<file path="src/rtl/rasterizer_pkg.sv">
// Shared types and helpers for the triangle raster front end.
// Holds the scan FSM encoding and the pixel-centre fixed-point conversion.
package rasterizer_pkg;

  typedef enum logic [1:0] {
    IDLE,
    BBOX,
    CLAMP,
    SCAN
  } scan_state_t;

  // Integer pixel index to the fixed-point coordinate of that pixel's centre.
  function automatic int px_centre(input int coord, input int frac);
    return (coord << frac) | (1 << (frac - 1));
  endfunction

endpackage

</file>
<file path="src/rtl/min_max3.sv">
// Signed minimum and maximum of three values; purely combinational.
// No state, no flow control.
module min_max3 #(
  parameter int W = 16
) (
  input  logic signed [W-1:0] a_i,
  input  logic signed [W-1:0] b_i,
  input  logic signed [W-1:0] c_i,
  output logic signed [W-1:0] min_o,
  output logic signed [W-1:0] max_o
);

  logic signed [W-1:0] ab_min;
  logic signed [W-1:0] ab_max;

  assign ab_min = (a_i < b_i) ? a_i : b_i;
  assign ab_max = (a_i > b_i) ? a_i : b_i;
  assign min_o  = (ab_min < c_i) ? ab_min : c_i;
  assign max_o  = (ab_max > c_i) ? ab_max : c_i;

endmodule

</file>
<file path="src/rtl/tri_bbox_pixel_scanner.sv">
// Accepts one triangle, forms its screen-clamped bounding box and raster-scans it.
// First pixel 3 cycles after the triangle handshake edge; pixel outputs hold while px_ready_in is low.
module tri_bbox_pixel_scanner
  import rasterizer_pkg::*;
#(
  parameter int HRES   = 320,
  parameter int VRES   = 180,
  parameter int XWIDTH = 16,
  parameter int YWIDTH = 16,
  parameter int FRAC   = 4,
  parameter int HWIDTH = $clog2(HRES),
  parameter int VWIDTH = $clog2(VRES)
) (
  input  logic                  clk_in,
  input  logic                  rst_n_in,
  input  logic                  tri_valid_in,
  output logic                  tri_ready_out,
  input  logic [3*XWIDTH-1:0]   x_tri_in,
  input  logic [3*YWIDTH-1:0]   y_tri_in,
  output logic                  px_valid_out,
  input  logic                  px_ready_in,
  output logic [HWIDTH-1:0]     hcount_out,
  output logic [VWIDTH-1:0]     vcount_out,
  output logic [XWIDTH-1:0]     x_out,
  output logic [YWIDTH-1:0]     y_out,
  output logic [3*XWIDTH-1:0]   x_tri_out,
  output logic [3*YWIDTH-1:0]   y_tri_out,
  output logic                  last_out,
  output logic                  tri_done_out
);

  localparam logic signed [XWIDTH-1:0] XZERO = '0;
  localparam logic signed [YWIDTH-1:0] YZERO = '0;
  localparam logic signed [XWIDTH-1:0] XLIM  = XWIDTH'(HRES - 1);
  localparam logic signed [YWIDTH-1:0] YLIM  = YWIDTH'(VRES - 1);

  scan_state_t              state_q;
  logic [3*XWIDTH-1:0]      x_tri_q;
  logic [3*YWIDTH-1:0]      y_tri_q;
  logic signed [XWIDTH-1:0] xmin_q, xmax_q;
  logic signed [YWIDTH-1:0] ymin_q, ymax_q;
  logic [HWIDTH-1:0]        hmin_q, hmax_q, hcount_q;
  logic [VWIDTH-1:0]        vmax_q, vcount_q;
  logic                     px_valid_q;
  logic                     done_q;

  logic signed [XWIDTH-1:0] xv0, xv1, xv2, xmn, xmx;
  logic signed [YWIDTH-1:0] yv0, yv1, yv2, ymn, ymx;
  logic signed [XWIDTH-1:0] cxmin_d, cxmax_d;
  logic signed [YWIDTH-1:0] cymin_d, cymax_d;
  logic                     empty_d;
  logic                     last_w;
  logic                     unused_hi;

  assign xv0 = x_tri_q[0*XWIDTH +: XWIDTH];
  assign xv1 = x_tri_q[1*XWIDTH +: XWIDTH];
  assign xv2 = x_tri_q[2*XWIDTH +: XWIDTH];
  assign yv0 = y_tri_q[0*YWIDTH +: YWIDTH];
  assign yv1 = y_tri_q[1*YWIDTH +: YWIDTH];
  assign yv2 = y_tri_q[2*YWIDTH +: YWIDTH];

  min_max3 #(.W(XWIDTH)) u_x_mm (
    .a_i(xv0), .b_i(xv1), .c_i(xv2), .min_o(xmn), .max_o(xmx)
  );

  min_max3 #(.W(YWIDTH)) u_y_mm (
    .a_i(yv0), .b_i(yv1), .c_i(yv2), .min_o(ymn), .max_o(ymx)
  );

  // A box entirely off one side clamps to an inverted range, which flags it empty.
  always_comb begin
    cxmin_d = (xmin_q < XZERO) ? XZERO : xmin_q;
    cxmax_d = (xmax_q > XLIM)  ? XLIM  : xmax_q;
    cymin_d = (ymin_q < YZERO) ? YZERO : ymin_q;
    cymax_d = (ymax_q > YLIM)  ? YLIM  : ymax_q;
    empty_d = (cxmin_d > cxmax_d) || (cymin_d > cymax_d);
  end

  assign unused_hi = ^{cxmin_d[XWIDTH-1:HWIDTH], cxmax_d[XWIDTH-1:HWIDTH],
                       cymin_d[YWIDTH-1:VWIDTH], cymax_d[YWIDTH-1:VWIDTH]};

  assign last_w = px_valid_q && (hcount_q == hmax_q) && (vcount_q == vmax_q);

  always_ff @(posedge clk_in or negedge rst_n_in) begin
    if (!rst_n_in) begin
      state_q    <= IDLE;
      x_tri_q    <= '0;
      y_tri_q    <= '0;
      xmin_q     <= '0;
      xmax_q     <= '0;
      ymin_q     <= '0;
      ymax_q     <= '0;
      hmin_q     <= '0;
      hmax_q     <= '0;
      vmax_q     <= '0;
      hcount_q   <= '0;
      vcount_q   <= '0;
      px_valid_q <= 1'b0;
      done_q     <= 1'b0;
    end else begin
      done_q <= 1'b0;
      case (state_q)
        IDLE: begin
          if (tri_valid_in) begin
            x_tri_q <= x_tri_in;
            y_tri_q <= y_tri_in;
            state_q <= BBOX;
          end
        end
        BBOX: begin
          xmin_q  <= xmn >>> FRAC;
          xmax_q  <= xmx >>> FRAC;
          ymin_q  <= ymn >>> FRAC;
          ymax_q  <= ymx >>> FRAC;
          state_q <= CLAMP;
        end
        CLAMP: begin
          if (empty_d) begin
            done_q  <= 1'b1;
            state_q <= IDLE;
          end else begin
            hmin_q     <= cxmin_d[HWIDTH-1:0];
            hmax_q     <= cxmax_d[HWIDTH-1:0];
            vmax_q     <= cymax_d[VWIDTH-1:0];
            hcount_q   <= cxmin_d[HWIDTH-1:0];
            vcount_q   <= cymin_d[VWIDTH-1:0];
            px_valid_q <= 1'b1;
            state_q    <= SCAN;
          end
        end
        SCAN: begin
          if (px_ready_in) begin
            if (last_w) begin
              px_valid_q <= 1'b0;
              done_q     <= 1'b1;
              state_q    <= IDLE;
            end else if (hcount_q < hmax_q) begin
              hcount_q <= hcount_q + HWIDTH'(1);
            end else begin
              hcount_q <= hmin_q;
              vcount_q <= vcount_q + VWIDTH'(1);
            end
          end
        end
        default: state_q <= IDLE;
      endcase
    end
  end

  assign tri_ready_out = (state_q == IDLE);
  assign px_valid_out  = px_valid_q;
  assign hcount_out    = hcount_q;
  assign vcount_out    = vcount_q;
  assign x_out         = px_valid_q ? XWIDTH'(px_centre(int'(hcount_q), FRAC)) : '0;
  assign y_out         = px_valid_q ? YWIDTH'(px_centre(int'(vcount_q), FRAC)) : '0;
  assign x_tri_out     = x_tri_q;
  assign y_tri_out     = y_tri_q;
  assign last_out      = last_w;
  assign tri_done_out  = done_q;

endmodule

</file>
<file path="config.mk">
export PLATFORM = sky130hd
export DESIGN_NAME = tri_bbox_pixel_scanner
export DESIGN_NICKNAME = d
export VERILOG_FILES = /design/src/rtl/rasterizer_pkg.sv /design/src/rtl/min_max3.sv /design/src/rtl/tri_bbox_pixel_scanner.sv
export SDC_FILE = /design/constraint.sdc
export NUM_CORES = 1
export LEC_CHECK = 0
export ABC_AREA = 0
export BUFFER_PORTS_ARGS = -buffer_cell sky130_fd_sc_hd__buf_2
export CAP_MARGIN = 20
export CORE_MARGIN = 3
export CORE_UTILIZATION = 52
export CTS_CLUSTER_DIAMETER = 40
export DETAILED_ROUTE_END_ITERATION = 8
export GPL_ROUTABILITY_DRIVEN = 0
export PLACE_DENSITY = 0.78
export SYNTH_ARGS = -nofsm -noshare
export SYNTH_HDL_FRONTEND = slang
export SYNTH_HIERARCHICAL = 1
export SYNTH_SLANG_ARGS = --single-unit
</file>
<file path="constraint.sdc">
create_clock -name clk_in -period 4.9 [get_ports clk_in]
set_clock_uncertainty 0.1 [all_clocks]
set_input_delay 0.98 -clock clk_in [delete_from_list [all_inputs] [get_ports clk_in]]
set_output_delay 0.98 -clock clk_in [all_outputs]
set_load 0.02 [all_outputs]
</file>
==> flow_summary.yaml, run 1 <==
drt:
  vias: 10800
  drtPass1Iterations: 5
  wl_per_cell_um: 19.2
  drt_wl_total_um: 35600
  viasPerCell: 5.83
  antenna_left: 0
  drtIter0Drc: 904
  drc: 0
critical_path:
  crit_chain: "inv_2, ha_4, a21oi_1, o21a_1, o2bb2ai_1, or4_4, buf_4, and3_4, buf_4, a221o_1, ha_4, nand4_1, nor2_1, o21ai_1, o2111a_1, o32ai_4, clkbuf_16, mux2_2, mux2_2"
  path_max_fanout: 9
  cpPeakStageDelay_ns: 0.54
  arrival_ns: 5.08
  crit_path_end_kind: "register"
  critical_path.startpoint_type: "register"
  critical_path.slowest_cell: "or4_4"
  critPathKind: "register to register"
  required_ns: 5.12
sta:
  hold_viol: 0
  setup_tns_ns: 0
  setup_slack_ns: 0.0354
  drv_slew: 0
  fin_crit_sh: 0.993
  final-setup-viol-count: 0
  max_freq_ghz: 0.206
  whs_ns: 0.407
  rsz0062_at_grt: "true"
  slew_headroom: 0.401
  worst_slew_pin_slew_ns: 0.899
  min_period_ns: 4.86
layout:
  final_cells: 1857
  diodes: 0
  fillers: 1931
  drive_above_1_share: 0.486
  nNetsFinal: 1741
  syn_to_final_growth_pct: 23.4
floorplan:
  ios: 249
  start_util: 0.530
  dieWidth_um: 167
  placementRows: 58
  die_y_um: 167
  core_um2: 25300
  die-area_um2: 27700
synthesis:
  syn_area_um2: 13400
  synth.avg_cell_area_um2: 11.0
  syn_inst: 1216
  ys.warnings.count: 6
clock_tree:
  clk_path_buf_depth: 2
  cts_sinks: 191
  clock_latency_ns: 0.44
  cts_root_buffer: "clkbuf_16"
  cts_tree: "built"
  htreeDepth: 4
  cts_buffers: 17
  path_clk_slew_ns: 0.08
global_routing:
  grtUsageTotal: 0.244
  grt_pass1_wl_um: 56000
  grt_pass1_vias: 10700
  grt_max_degree: 106
  antenna_found_initial: 2
  grt-ovfl-total: 0
placed_design:
  placed_cells: 1803
  dp_slack_ns: -0.105
  portBuffers: 235
  dp_hpwl_um: 26600
run_status:
  status: "finished clean"
hold_path:
  hold_class: "register to register"
flow_run:
  maxCapViolCount: 0
[area by class of cell]
class                      count  area, um2  share of cell area
clock buffer                  22        474              0.0287
clock inverter                10        105             0.00636
inverter                      88        330              0.0200
multi-input combinational    885       8380               0.507
sequential                   191       4820               0.291
tap                          330        413              0.0250
timing repair buffer         331       2000               0.121
[registers in the layout, indices dropped and copies added (netlist names), 2 cells and up]
register and cells:
hcount_out 9, hmax_q 9, hmin_q 9, state_q 2
vcount_out 8, vmax_q 8, x_tri_out 48, xmax_q 12
xmin_q 12, y_tri_out 48, ymax_q 12, ymin_q 12
[per-stage QoR]
stage / util / area, um2
after detailed placement: 0.610 / 15400
after floorplan: - / 13600
after global routing: 0.654 / 16500
final: 0.654 / 16500
after global placement: 0.610 / 15400
after CTS: 0.635 / 16000
[per-layer routing]
layer,GRT usage,vias to the layer above,share of wire
met5,0,-,0.00062
met4,0.0585,4,0.018
met3,0.0423,55,0.063
met2,0.394,443,0.47
met1,0.344,5286,0.45
li1,-,5041,-
[critical path: cells and delay by family (launching register included)]
family / cells / cell delay (ns)
AO/OA/AOI/OAI: 7 / 1.39
adder cells (fa/ha/maj): 2 / 0.53
buffers and inverters: 4 / 0.65
flip-flops: 1 / 0.41
multiplexers: 2 / 0.60
AND/OR/NAND/NOR: 4 / 1.05
[cells in the final DEF (no fill, tap or decap), types with 8 or more instances in the layout]
| cell | n |
|---|---|
| a21o_1 | 9 |
| a21oi_1 | 33 |
| a21oi_2 | 17 |
| a221o_1 | 15 |
| and2_1 | 19 |
| buf_2 | 234 |
| buf_4 | 84 |
| clkbuf_16 | 19 |
| conb_1 | 13 |
| dfrtp_1 | 161 |
| dfrtp_2 | 30 |
| ha_1 | 106 |
| ha_4 | 20 |
| inv_1 | 77 |
| inv_2 | 9 |
| mux2_2 | 209 |
| mux2_4 | 48 |
| mux2i_1 | 18 |
| nand2_1 | 56 |
| nand2b_1 | 11 |
| nand3_1 | 12 |
| nand4_1 | 25 |
| nor2_1 | 46 |
| nor2b_1 | 29 |
| nor3_1 | 13 |
| o211ai_1 | 8 |
| o21ai_0 | 23 |
| o32ai_1 | 15 |
| xor2_1 | 9 |
[final timing paths]
| check | slack (ns) | startpoint | end | depth (start not counted) |
|---|---|---|---|---|
| worst max-delay path | 0.04 | x_tri_out[27] | xmax_q[9] | 19 |
| max in group asynchronous | 3.29 | rst_n_in | hcount_out[5] | 2 |
| worst max register to register | 0.04 | x_tri_out[27] | xmax_q[9] | 19 |
| worst min-delay path | 0.41 | ymin_q[9] | ymin_q[9] | 1 |
| worst min register to register | 0.41 | ymin_q[9] | ymin_q[9] | 1 |
| min in group asynchronous | 0.52 | rst_n_in | ymax_q[5] | 1 |
[repair_timing]
item | CTS | global route
hold buffers | 0 | 0
setup buffers | 1 | 19
gates cloned | 0 | 2
setup endpoints to repair | 33 | 48
gates resized for setup | 7 | 60
pin swaps | 1 | 32
Power of run 1 is left out: the tool's default activity adds up to more than one toggle a clock period on the data nets, which glitch-free logic cannot reach.
==> run 2: changes to the inputs <==
--- a/config.mk
+++ b/config.mk
@@ -9,11 +9,11 @@
 export BUFFER_PORTS_ARGS = -buffer_cell sky130_fd_sc_hd__buf_2
 export CAP_MARGIN = 20
 export CORE_MARGIN = 3
-export CORE_UTILIZATION = 52
+export CORE_UTILIZATION = 56
 export CTS_CLUSTER_DIAMETER = 40
 export DETAILED_ROUTE_END_ITERATION = 8
 export GPL_ROUTABILITY_DRIVEN = 0
-export PLACE_DENSITY = 0.78
+export PLACE_DENSITY = 0.8
 export SYNTH_ARGS = -nofsm -noshare
 export SYNTH_HDL_FRONTEND = slang
 export SYNTH_HIERARCHICAL = 1
==> constraint.sdc (replaced) <==
create_clock -name clk_in -period 4.95 [get_ports clk_in]
set_clock_uncertainty 0.1 [all_clocks]
set_input_delay 0.99 -clock clk_in [delete_from_list [all_inputs] [get_ports clk_in]]
set_output_delay 0.99 -clock clk_in [all_outputs]
set_load 0.02 [all_outputs]
==> run 2 against run 1 <==
Compared with the run above: setup slack improved by 0.0056 ns; first-iteration DRC count decreased by 5.4%; worst hold slack got worse by 0.0071 ns; fmax decreased by 0.90%; critical path depth increased by 1; final cell count decreased by 1.4%; register-to-register slack about the same; routed wire length increased by 1.7%; critical endpoint is now xmin_q[7].
==> flow_summary.yaml, run 2 (synthesized netlist as in run 1, its figures left out) <==
floorplan:
  placementRows: 55
  start_util: 0.581
  die-area_um2: 25800
  ios: 249
  die_y_um: 161
  core_um2: 23100
  dieWidth_um: 161
placed_design:
  dp_hpwl_um: 26800
  portBuffers: 235
drt:
  viasPerCell: 5.94
  drtPass1Iterations: 5
  vias: 10900
  drtIter0Drc: 855
  wl_per_cell_um: 19.8
  drc: 0
  antenna_left: 0
  drt_wl_total_um: 36200
layout:
  nNetsFinal: 1731
  most-common-layout-cells: "buf_2 (234), mux2_2 (214), dfrtp_1 (168), ha_1 (113), inv_1 (85)"
  drive_above_1_share: 0.470
  final_common_cell: "buf_2"
  syn_to_final_growth_pct: 21.8
clock_tree:
  path_clk_slew_ns: 0.08
  htreeDepth: 4
  cts_sinks: 191
  cts_buffers: 17
  holdBufCountCts: 0
  clock_latency_ns: 0.44
  clk_path_buf_depth: 2
  cts_tree: "built"
  cts_root_buffer: "clkbuf_16"
sta:
  final-setup-viol-count: 0
  fin_crit_sh: 0.992
  slew_headroom: 0.297
  hold_viol: 0
  drv_slew: 0
  setup_tns_ns: 0
  max_freq_ghz: 0.204
  worst_slew_pin_slew_ns: 1.05
  min_period_ns: 4.91
run_status:
  status: "finished clean"
critical_path:
  required_ns: 5.17
  startpoint: "x_tri_out[22]"
  arrival_ns: 5.13
  critical_path.startpoint_type: "register"
  crit_path_end_kind: "register"
  critPathKind: "register to register"
  rr_startpoint: "x_tri_out[22]"
  path_max_fanout: 6
global_routing:
  grt_max_degree: 119
  grt-ovfl-total: 0
  antenna_found_initial: 3
  grt_pass1_wl_um: 57600
  grt_pass1_vias: 11000
  grtUsageTotal: 0.272
hold_path:
  hold_start: "ymin_q[1]"
  hold_class: "register to register"
flow_run:
  maxCapViolCount: 0
[run 2: cell type report]
type,instances,area [um2]
clock buffers,19,443
flip-flops and latches,191,4810
multi-input cells,885,8270
inverters,88,330
diodes,1,2.50
clock inverters,13,130
well taps,313,392
fillers,1623,6730
repair buffers,321,1950
[run 2: final timing paths]
| kind | end | slack (ns) | cells after the start |
|---|---|---|---|
| min | ymin_q[1] | 0.40 | 1 |
| min reg2reg | ymin_q[1] | 0.40 | 1 |
| max | xmin_q[7] | 0.04 | 20 |
| min in group asynchronous | xmax_q[4] | 0.60 | 1 |
| max in group asynchronous | y_tri_out[22] | 3.17 | 2 |
| max reg2reg | xmin_q[7] | 0.04 | 20 |
[run 2: per-stage QoR]
step	area [um2]	cells	setup WS, ns	utilization	hold slack (ns)
2_1_floorplan	13600	1228	0.000253	-	0.373
3_3_place_gp	15300	1778	0.0701	0.662	0.382
3_5_place_dp	15300	1778	-0.106	0.662	0.388
4_1_cts	15900	1811	0.00702	0.688	0.404
5_1_grt	16300	1831	-0.0532	0.708	0.422
6_report	16300	1831	0.0410	0.708	0.400
[run 2: worst max-delay path: stages (launching register included)]
cell and delay [ns]:
dfrtp_2 0.44, inv_1 0.09, ha_1 0.22, nand2_1 0.13, o21ai_1 0.12, o2bb2ai_2 0.14, or4_4 0.58, mux2i_4 0.26
buf_6 0.19, buf_4 0.12, mux2_2 0.33, ha_2 0.18, a21oi_2 0.11, nor2_1 0.05, a211o_1 0.28, a211oi_2 0.24
a31oi_2 0.15, a41oi_4 0.30, clkbuf_16 0.22, mux2_4 0.29, mux2_2 0.26
[run 2: timing repair]
action	in CTS	in global routing
resized for setup	5	54
pin swaps	2	20
buffers inserted	1	17
endpoints found under the setup margin	32	48
gates cloned	0	2
[run 2: per-layer routing]
layer  GRT usage  vias up  routed length (um)
li1            -     5020                   -
met1       0.380     5343               16200
met2       0.435      446               17000
met3      0.0472       65                2220
met4      0.0840        4                 839
met5           0        -                  23
Power of run 2 is left out for the same reason.
==> run 3: changes to the inputs <==
--- a/config.mk
+++ b/config.mk
@@ -14,6 +14,7 @@
 export DETAILED_ROUTE_END_ITERATION = 8
 export GPL_ROUTABILITY_DRIVEN = 0
 export PLACE_DENSITY = 0.8
+export RECOVER_POWER = 50
 export SYNTH_ARGS = -nofsm -noshare
 export SYNTH_HDL_FRONTEND = slang
 export SYNTH_HIERARCHICAL = 1
==> run 3 against run 2 <==
Compared with the run above: the flow now finishes with violations (capacitance limit, slew limit); final area is 0.18% lower; worst hold slack hardly changed; utilization is 0.13 points lower; critical path type unchanged; largest cell class unchanged.
==> flow_summary.yaml, run 3 (synthesized netlist as in run 1, its figures left out) <==
global_routing:
  grt_pass1_wl_um: 57600
  grt_pass1_vias: 11000
  antenna_found_initial: 3
  grtUsageTotal: 0.272
  grt-ovfl-total: 0
  grt_max_degree: 119
layout:
  drive_above_1_share: 0.463
  most-common-layout-cells: "buf_2 (226), mux2_2 (214), dfrtp_1 (169), ha_1 (113), inv_1 (85)"
  syn_to_final_growth_pct: 21.6
  post-route-util: 0.707
  final_area_um2: 16300
  final_common_cell: "buf_2"
  nNetsFinal: 1731
critical_path:
  arrival_ns: 5.11
  critPathKind: "register to register"
  required_ns: 5.17
  critical_path.startpoint_type: "register"
  crit_path_end_kind: "register"
  path_max_fanout: 6
placed_design:
  postPlaceCellArea_um2: 15300
  portBuffers: 235
  dp_hpwl_um: 26800
drt:
  drc: 0
  drtIter0Drc: 809
  drt_wl_total_um: 36200
  met2WireLength_um: 17000
  met3_length_um: 2260
  top_layer: "met5"
  vias: 10800
  antenna_left: 0
  drtPass1Iterations: 6
  met1_length_um: 16100
  wl_per_cell_um: 19.8
  viasPerCell: 5.90
run_status:
  status: "finished, violations left"
  violations: "capacitance limit, slew limit"
clock_tree:
  cts_root_buffer: "clkbuf_16"
  clock_latency_ns: 0.44
  holdBufCountCts: 0
  htreeDepth: 4
  cts_tree: "built"
  cts_buffers: 17
  path_clk_slew_ns: 0.08
  clk_path_buf_depth: 2
  cts_sinks: 191
floorplan:
  ios: 249
  die-area_um2: 25800
  placementRows: 55
  dieWidth_um: 161
  die_y_um: 161
  core_um2: 23100
  start_util: 0.581
flow_run:
  maxCapViolCount: 1
sta:
  hold_viol: 0
  slew_headroom: -0.993
  fin_crit_sh: 0.988
  setup_tns_ns: 0
  max_freq_ghz: 0.204
  worst_slew_pin_slew_ns: 2.99
  min_period_ns: 4.89
  final-setup-viol-count: 0
  drv_slew: 119
hold_path:
  hold_class: "register to register"
## run 3: changes by cell type in the layout (fill, tap and decap cells not counted)
cell,delta
clkbuf_1,+10
buf_2,-8
clkbuf_8,-1
clkbuf_2,+2
dfrtp_1,+1
buf_4,-3
dfrtp_2,-1
## run 3: worst paths after layout
check,from,endpoint,slack [ns],cells after the start
setup / recovery,x_tri_out[22],xmin_q[7],0.06,20
hold / removal,ymin_q[1],ymin_q[1],0.40,1
setup reg to reg,x_tri_out[22],xmin_q[7],0.06,20
hold reg to reg,ymin_q[1],ymin_q[1],0.40,1
max in group asynchronous,rst_n_in,y_tri_out[5],0.93,2
min in group asynchronous,rst_n_in,xmax_q[4],1.42,1
## run 3: what timing repair did
item | in CTS | in global routing
buffers inserted | 1 | 17
pin swaps | 2 | 20
gates resized for setup | 5 | 54
setup endpoints to repair | 32 | 48
cloned | 0 | 2
## run 3: cell type report
cell class	instances	area, um2
fill	1632	6760
clock buffer	19	443
tap	313	392
timing repair buffer	321	1920
sequential	191	4810
multi-input combinational	885	8270
clock inverter	13	130
inverter	88	330
antenna	1	2.50
## run 3: layer usage
| layer | vias to the layer above | GRT usage |
|---|---|---|
| li1 | 5017 | - |
| met1 | 5280 | 0.380 |
| met2 | 426 | 0.435 |
| met3 | 67 | 0.0472 |
| met4 | 4 | 0.0840 |
| met5 | - | 0 |
## run 3: critical path, cell delays in order, from the launching register on
cell	delay (ns)
dfrtp_2	0.44
inv_1	0.09
ha_1	0.22
nand2_1	0.13
o21ai_1	0.12
o2bb2ai_2	0.14
or4_4	0.58
mux2i_4	0.26
buf_6	0.19
buf_4	0.12
mux2_2	0.33
ha_2	0.18
a21oi_2	0.11
nor2_1	0.05
a211o_1	0.28
a211oi_2	0.23
a31oi_2	0.15
a41oi_4	0.30
clkbuf_16	0.22
mux2_4	0.29
mux2_2	0.26
## run 3: stage by stage
| step | hold slack (ns) | instances | worst slack [ns] |
|---|---|---|---|
| 2_1_floorplan | 0.373 | 1228 | 0.000253 |
| 3_3_place_gp | 0.382 | 1778 | 0.0701 |
| 3_5_place_dp | 0.388 | 1778 | -0.106 |
| 4_1_cts | 0.404 | 1811 | 0.00702 |
| 5_1_grt | 0.422 | 1831 | -0.0540 |
| 6_report | 0.400 | 1831 | 0.0585 |
Power of run 3 is left out for the same reason.
